<file path="src/rtl/matmul_flags_collector_pkg.sv">
// Shared constants for the matmul datapath: array geometry and the 2-bit
// flags-collector FSM encodings, also used by the array and the flags register.
package matmul_flags_collector_pkg;

  localparam int DATA_WIDTH = 32;
  localparam int BUS_WIDTH  = 64;
  localparam int MAX_DIM    = BUS_WIDTH / DATA_WIDTH;
  localparam int N          = MAX_DIM * MAX_DIM;

  localparam logic [1:0] ST_IDLE   = 2'd0;
  localparam logic [1:0] ST_RUN    = 2'd1;
  localparam logic [1:0] ST_DRAIN  = 2'd2;
  localparam logic [1:0] ST_COMMIT = 2'd3;

endpackage

</file>
<file path="src/rtl/matmul_flags_sticky_bank.sv">
// N sticky over/underflow bits; clear beats capture, and only strobes
// qualified by their valid bit are accumulated.
module matmul_flags_sticky_bank #(
  parameter int N = matmul_flags_collector_pkg::N
) (
  input  logic         clk,
  input  logic         rst,
  input  logic         clear,
  input  logic         capture,
  input  logic [N-1:0] valid,
  input  logic [N-1:0] ovf,
  output logic [N-1:0] sticky
);

  always_ff @(posedge clk or posedge rst) begin
    if (rst) begin
      sticky <= '0;
    end else if (clear) begin
      sticky <= '0;
    end else if (capture) begin
      sticky <= sticky | (ovf & valid);
    end
  end

endmodule

</file>
<file path="src/rtl/matmul_flags_collector.sv">
// Collects per-PE overflow strobes during a matmul, drains, then commits them
// in one write pulse. Define MATMUL_FLAG_COUNT_EN to enable the saturating event counter.
module matmul_flags_collector #(
  parameter int DATA_WIDTH   = matmul_flags_collector_pkg::DATA_WIDTH,
  parameter int BUS_WIDTH    = matmul_flags_collector_pkg::BUS_WIDTH,
  parameter int MAX_DIM      = BUS_WIDTH / DATA_WIDTH,
  parameter int DRAIN_CYCLES = 4,
  parameter int COUNT_WIDTH  = 8,
  localparam int N           = MAX_DIM * MAX_DIM
) (
  input  logic                   clk_i,
  input  logic                   rst_i,
  input  logic                   start_i,
  input  logic                   abort_i,
  input  logic [N-1:0]           pe_valid_i,
  input  logic [N-1:0]           pe_ovf_i,
  input  logic                   done_i,
  output logic                   flags_we_o,
  output logic [N-1:0]           flags_data_o,
  output logic                   busy_o,
  output logic                   any_flag_o,
  output logic [COUNT_WIDTH-1:0] ovf_count_o
);

  import matmul_flags_collector_pkg::*;

  localparam int CNT_W = (DRAIN_CYCLES > 0) ? $clog2(DRAIN_CYCLES + 1) : 1;

  logic [1:0]       state_q;
  logic [CNT_W-1:0] drain_cnt_q;
  logic [N-1:0]     sticky;
  logic             active;
  logic             accept_start;
  logic             do_abort;
  logic             sticky_clear;
  logic             capture;

  assign active       = (state_q == ST_RUN) || (state_q == ST_DRAIN);
  assign accept_start = (state_q == ST_IDLE) && start_i && !abort_i;
  assign do_abort     = active && abort_i;
  assign sticky_clear = accept_start || do_abort;
  assign capture      = active && !abort_i;

  always_ff @(posedge clk_i or posedge rst_i) begin
    if (rst_i) begin
      state_q     <= ST_IDLE;
      drain_cnt_q <= '0;
    end else begin
      case (state_q)
        ST_IDLE: begin
          if (accept_start) state_q <= ST_RUN;
        end
        ST_RUN: begin
          // abort outranks done arriving in the same cycle
          if (abort_i) begin
            state_q <= ST_IDLE;
          end else if (done_i) begin
            if (DRAIN_CYCLES == 0) begin
              state_q <= ST_COMMIT;
            end else begin
              state_q     <= ST_DRAIN;
              drain_cnt_q <= CNT_W'(DRAIN_CYCLES);
            end
          end
        end
        ST_DRAIN: begin
          if (abort_i) begin
            state_q <= ST_IDLE;
          end else begin
            drain_cnt_q <= drain_cnt_q - CNT_W'(1);
            if (drain_cnt_q == CNT_W'(1)) state_q <= ST_COMMIT;
          end
        end
        default: state_q <= ST_IDLE;
      endcase
    end
  end

  matmul_flags_sticky_bank #(.N(N)) u_sticky (
    .clk     (clk_i),
    .rst     (rst_i),
    .clear   (sticky_clear),
    .capture (capture),
    .valid   (pe_valid_i),
    .ovf     (pe_ovf_i),
    .sticky  (sticky)
  );

  assign flags_we_o   = (state_q == ST_COMMIT);
  assign busy_o       = (state_q != ST_IDLE);
  assign flags_data_o = sticky;
  assign any_flag_o   = |sticky;

`ifdef MATMUL_FLAG_COUNT_EN
  localparam int unsigned CNT_MAX = (COUNT_WIDTH >= 32) ? 32'hFFFF_FFFF
                                                        : ((32'd1 << COUNT_WIDTH) - 32'd1);

  logic [COUNT_WIDTH-1:0] count_q;

  function automatic int unsigned popcount(input logic [N-1:0] v);
    int unsigned c;
    c = 0;
    for (int i = 0; i < N; i++) c += {31'd0, v[i]};
    return c;
  endfunction

  function automatic logic [COUNT_WIDTH-1:0] sat_add(input logic [COUNT_WIDTH-1:0] a,
                                                     input int unsigned b);
    int unsigned s;
    s = 32'(a) + b;
    if (s > CNT_MAX) return COUNT_WIDTH'(CNT_MAX);
    return COUNT_WIDTH'(s);
  endfunction

  always_ff @(posedge clk_i or posedge rst_i) begin
    if (rst_i) begin
      count_q <= '0;
    end else if (sticky_clear) begin
      count_q <= '0;
    end else if (capture) begin
      count_q <= sat_add(count_q, popcount(pe_ovf_i & pe_valid_i));
    end
  end

  assign ovf_count_o = count_q;
`else
  assign ovf_count_o = '0;
`endif

endmodule

</file>
<file path="config.mk">
export PLATFORM = sky130hd
export DESIGN_NAME = matmul_flags_collector
export DESIGN_NICKNAME = d
export VERILOG_FILES = /design/src/rtl/matmul_flags_collector_pkg.sv /design/src/rtl/matmul_flags_sticky_bank.sv /design/src/rtl/matmul_flags_collector.sv
export SDC_FILE = /design/constraint.sdc
export NUM_CORES = 1
export LEC_CHECK = 0
export BUFFER_PORTS_ARGS = -buffer_cell sky130_fd_sc_hd__buf_2
export CORE_UTILIZATION = 40
export DETAILED_ROUTE_END_ITERATION = 10
export GPL_TIMING_DRIVEN = 0
export MAX_ROUTING_LAYER = met4
export PLACE_DENSITY = 0.73
export SLEW_MARGIN = 20
export SYNTH_ARGS = -nofsm -noshare
export SYNTH_HDL_FRONTEND = slang
export SYNTH_HIERARCHICAL = 1
export SYNTH_SLANG_ARGS = --single-unit
</file>
<file path="constraint.sdc">
create_clock -name clk_i -period 1.8 [get_ports clk_i]
set_clock_uncertainty 0.05 [all_clocks]
set_input_delay 0.27 -clock clk_i [delete_from_list [all_inputs] [get_ports clk_i]]
set_output_delay 0.27 -clock clk_i [all_outputs]
set_load 0.1 [all_outputs]
</file>
== Yosys cells after proc, flatten, opt, wreduce, memory -nomap -nowiden ==
Index checks and enable logic that the tools add are counted.
W data, S select, Z words.
Operators by class
  multiplexer cells: 12
  bitwise logic cells: 2
  reduce and logical (&&, ||, !) cells: 14
  $add $sub $neg: 1
  equality and inequality tests: 10
Operators by type and width (count)
  $mux W2: 5
  $mux W3: 3
  $mux W4: 2
  $ne A2 B2 Y1 const B: 4
  $pmux W2 S3: 1
  $pmux W3 S2: 1
  $reduce_bool A2 Y1: 3
  $and A4 B4 Y4: 1
  $eq A2 B2 Y1 const B: 2
  $logic_and A1 B1 Y1: 4
  $or A4 B4 Y4: 1
  $reduce_and A4 Y1: 1
  $reduce_or A4 Y1: 1
  $eq A3 B1 Y1 const B: 1
  $ne A3 B2 Y1 const B: 1
  $ne A3 B3 Y1 const B: 1
  $reduce_and A3 Y1: 1
  $sub A3 B1 Y3 const B: 1
  $eq A2 B1 Y1 const B: 1
  $logic_not A2 Y1: 1
  $logic_or A1 B1 Y1: 2
  $logic_not A1 Y1: 1
Storage, ports and cells
  register bits after elaboration: 9
  input port bits: 13
  logic and storage cells: 42

== Logic depth before layout (Yosys ltp) ==
  word-level depth: 5
  mapped depth: 5

== By module ==
Netlist, hierarchy kept.
Modules (own cells, without submodules)
  matmul_flags_collector: cells each 52, times used 1, area an instance 461.7 µm²
  matmul_flags_sticky_bank: cells each 13, times used 1, area an instance 143.9 µm²

== Least setup slack after synthesis ==
No wires, ideal clock.
  kind: register to output
  from: register u_sticky.sticky[1]
  to: output any_flag_o
  data required time: 1.480 ns
  cell stages (with the launch flop): 2
  path slack: -0.335 ns
  data arrival time: 1.815 ns
  cells stage by stage: dfrtp_1 or4_1
On the way
  cells in the longest elaborated chain, start to end: 1
RTL lines
  start, declared: RTL line matmul_flags_sticky_bank.sv:12  | output logic [N-1:0] sticky
  start signal, assigned: RTL line matmul_flags_sticky_bank.sv:21  | sticky <= sticky | (ovf & valid);
  $reduce_or A4 Y1: RTL line matmul_flags_collector.sv:92  | assign any_flag_o = |sticky;
  end, declared: RTL line matmul_flags_collector.sv:21  | output logic any_flag_o,
Every way passes these cells.

== Final worst setup path ==
Ends and elaborated chain as after synthesis.

==> flow_summary.json <==
{
  "fmax_mhz": 568.6,
  "fp.dieH_um": 40.91,
  "crit_path_start_kind": "flip-flop",
  "wire_per_inst_um": 10.45,
  "ys.flop_type": "dfrtp_1",
  "finalWirelength_um": 1191,
  "grt_pass1_wl_um": 1863,
  "hold_violations": 0,
  "maxCapViolCount": 0,
  "vias": 511,
  "grt_setup_unrepaired": "true",
  "worst_pin_slew_ps": 506.8,
  "clk_latency_ps": 260,
  "dr.pass1.iters": 4,
  "die_w_um": 40.91,
  "synth_top_area_share_pct": 37.19,
  "drive_above_1_share_pct": 46.46,
  "cts_sinks": 9,
  "nNetsFinal": 120,
  "worst_setup_path_end_kind": "output pin",
  "clk_pin_slew_ps": 60,
  "syn_area_sq_um": 605.6,
  "avgSynthCellArea_sq_um": 9.317,
  "tns_ps": 0,
  "vias_per_cell": 4.482,
  "clockBufferDepth": 2,
  "synth.distinct_cells": 23,
  "period_share_pct": 97.70,
  "grt_max_degree": 9,
  "slew_headroom_pct": 65.85,
  "ios": 28,
  "synth-seq-area-share_pct": 37.19,
  "core_sq_mm": 0.001350,
  "reg2reg_from": "state_q[1]",
  "netlist.top_cell.by_area": "dfrtp_1",
  "grt_overflow": 0,
  "cts_max_level": 1,
  "drt_iter0_drc": 17,
  "portBuffers": 19,
  "synth-async-reset-ratio_pct": 100.0,
  "antennaDiodeCount": 0,
  "required_ps": 1480,
  "ys_top_cells_by_area": "dfrtp_1, ha_1, buf_4",
  "synth-seq-cells": 9,
  "syn_inst": 65,
  "crit_start": "u_sticky/sticky[1]",
  "crit_fanout": 3,
  "syn_to_final_growth_pct": 41.12,
  "die_area_sq_mm": 0.001674,
  "mostFrequentLayoutCell": "buf_2",
  "antenna_found_initial": 0,
  "hp-start": "pe_valid_i[1]",
  "hold_ws_ps": 217.4,
  "layout_common_cells": "buf_2, buf_4, conb_1, nor2_1, inv_1",
  "min_period_ps": 1759,
  "path_class": "reg -> out",
  "floorplan.initialDensity_pct": 44.86,
  "drv_slew": 0,
  "ys_warn_count": 6,
  "cts_buffers": 3,
  "tritoncts": "built",
  "grt_pass1_vias": 455,
  "setup_violations": 0,
  "detail-route-antenna-nets": 0,
  "drc_errors": 0,
  "gr-usage-all-layers_pct": 18.37,
  "cts-root-buf": "clkbuf_4",
  "dp_hpwl_um": 923.9,
  "cp.arrival_ps": 1440,
  "gp_congestion": 0.7778,
  "hold_class": "in -> reg",
  "num_rows": 13,
  "status": "complete, no violations",
  "synth_edf_count": 0
}
path summary, 6_finish.rpt:
kind,end,cells past startpoint,slack (ps)
setup / recovery,any_flag_o,2,40
setup reg to reg,state_q[1],6,50
hold / removal,u_sticky/sticky[1],3,220
hold reg to reg,u_sticky/sticky[3],2,470
max in group asynchronous,state_q[0],3,1070
min in group asynchronous,u_sticky/sticky[1],3,400
state kept, by name (all words and copies together) (netlist names):
signal and flops:
u_sticky/sticky 4, drain_cnt_q 3, state_q 2
logic make-up after synthesis:
kind of cell    count (synthesis)  synth area share, %
other cells                     1               0.6192
compound gates                 13                14.46
flops                           9                37.19
buf+inv                        16                14.88
mux                             2                3.512
simple gates                   17                14.88
fa+ha+maj                       7                14.46
cells in the mapped netlist, drive strengths merged, types with 2 or more instances:
| cell | instances |
|---|---|
| nor2 | 6 |
| o21ai | 3 |
| o21bai | 2 |
| nand2 | 3 |
| ha | 7 |
| buf | 8 |
| a31oi | 4 |
| dfrtp | 9 |
| nand2b | 2 |
| nor2b | 2 |
| inv | 8 |
cell type report:
type	count	area, sq um
multi-input combinational	47	356.6
fill	128	495.5
sequential	9	230.2
tap	15	18.77
timing repair buffer	23	132.6
inverter	8	30.03
clock buffer	4	26.28
buffer	8	60.06
metrics by stage:
stage	cell area, sq um	setup WS (ps)	util (%)	instances
finish	854.6	41.40	63.30	114
global route	854.6	-59.24	63.30	114
CTS	812.0	9.297	60.15	113
detailed placement	753.2	-78.23	55.79	106
global placement	753.2	-60.13	55.79	106
floorplan	639.4	14.38	-	72
metal layers:
layer  global-route usage [%]  wire (um)
met5                        -          0
met4                    5.000          4
met3                    8.152         86
met2                    32.03        628
met1                    18.33        472
worst max-delay path, cell delays in order (launching register included):
cell	delay, ps
dfrtp_2	410
or4_4	520
buf_4	240
timing repair:
action	CTS	global route
hold buffers	1	0
hold endpoints to repair	9	0
pin swaps	1	1
setup endpoints to repair	3	2
buffers inserted	2	1
resized for setup	4	8
Power is not shown: default switching activity piles up to over one toggle a cycle in this logic, so the estimate is an artifact.
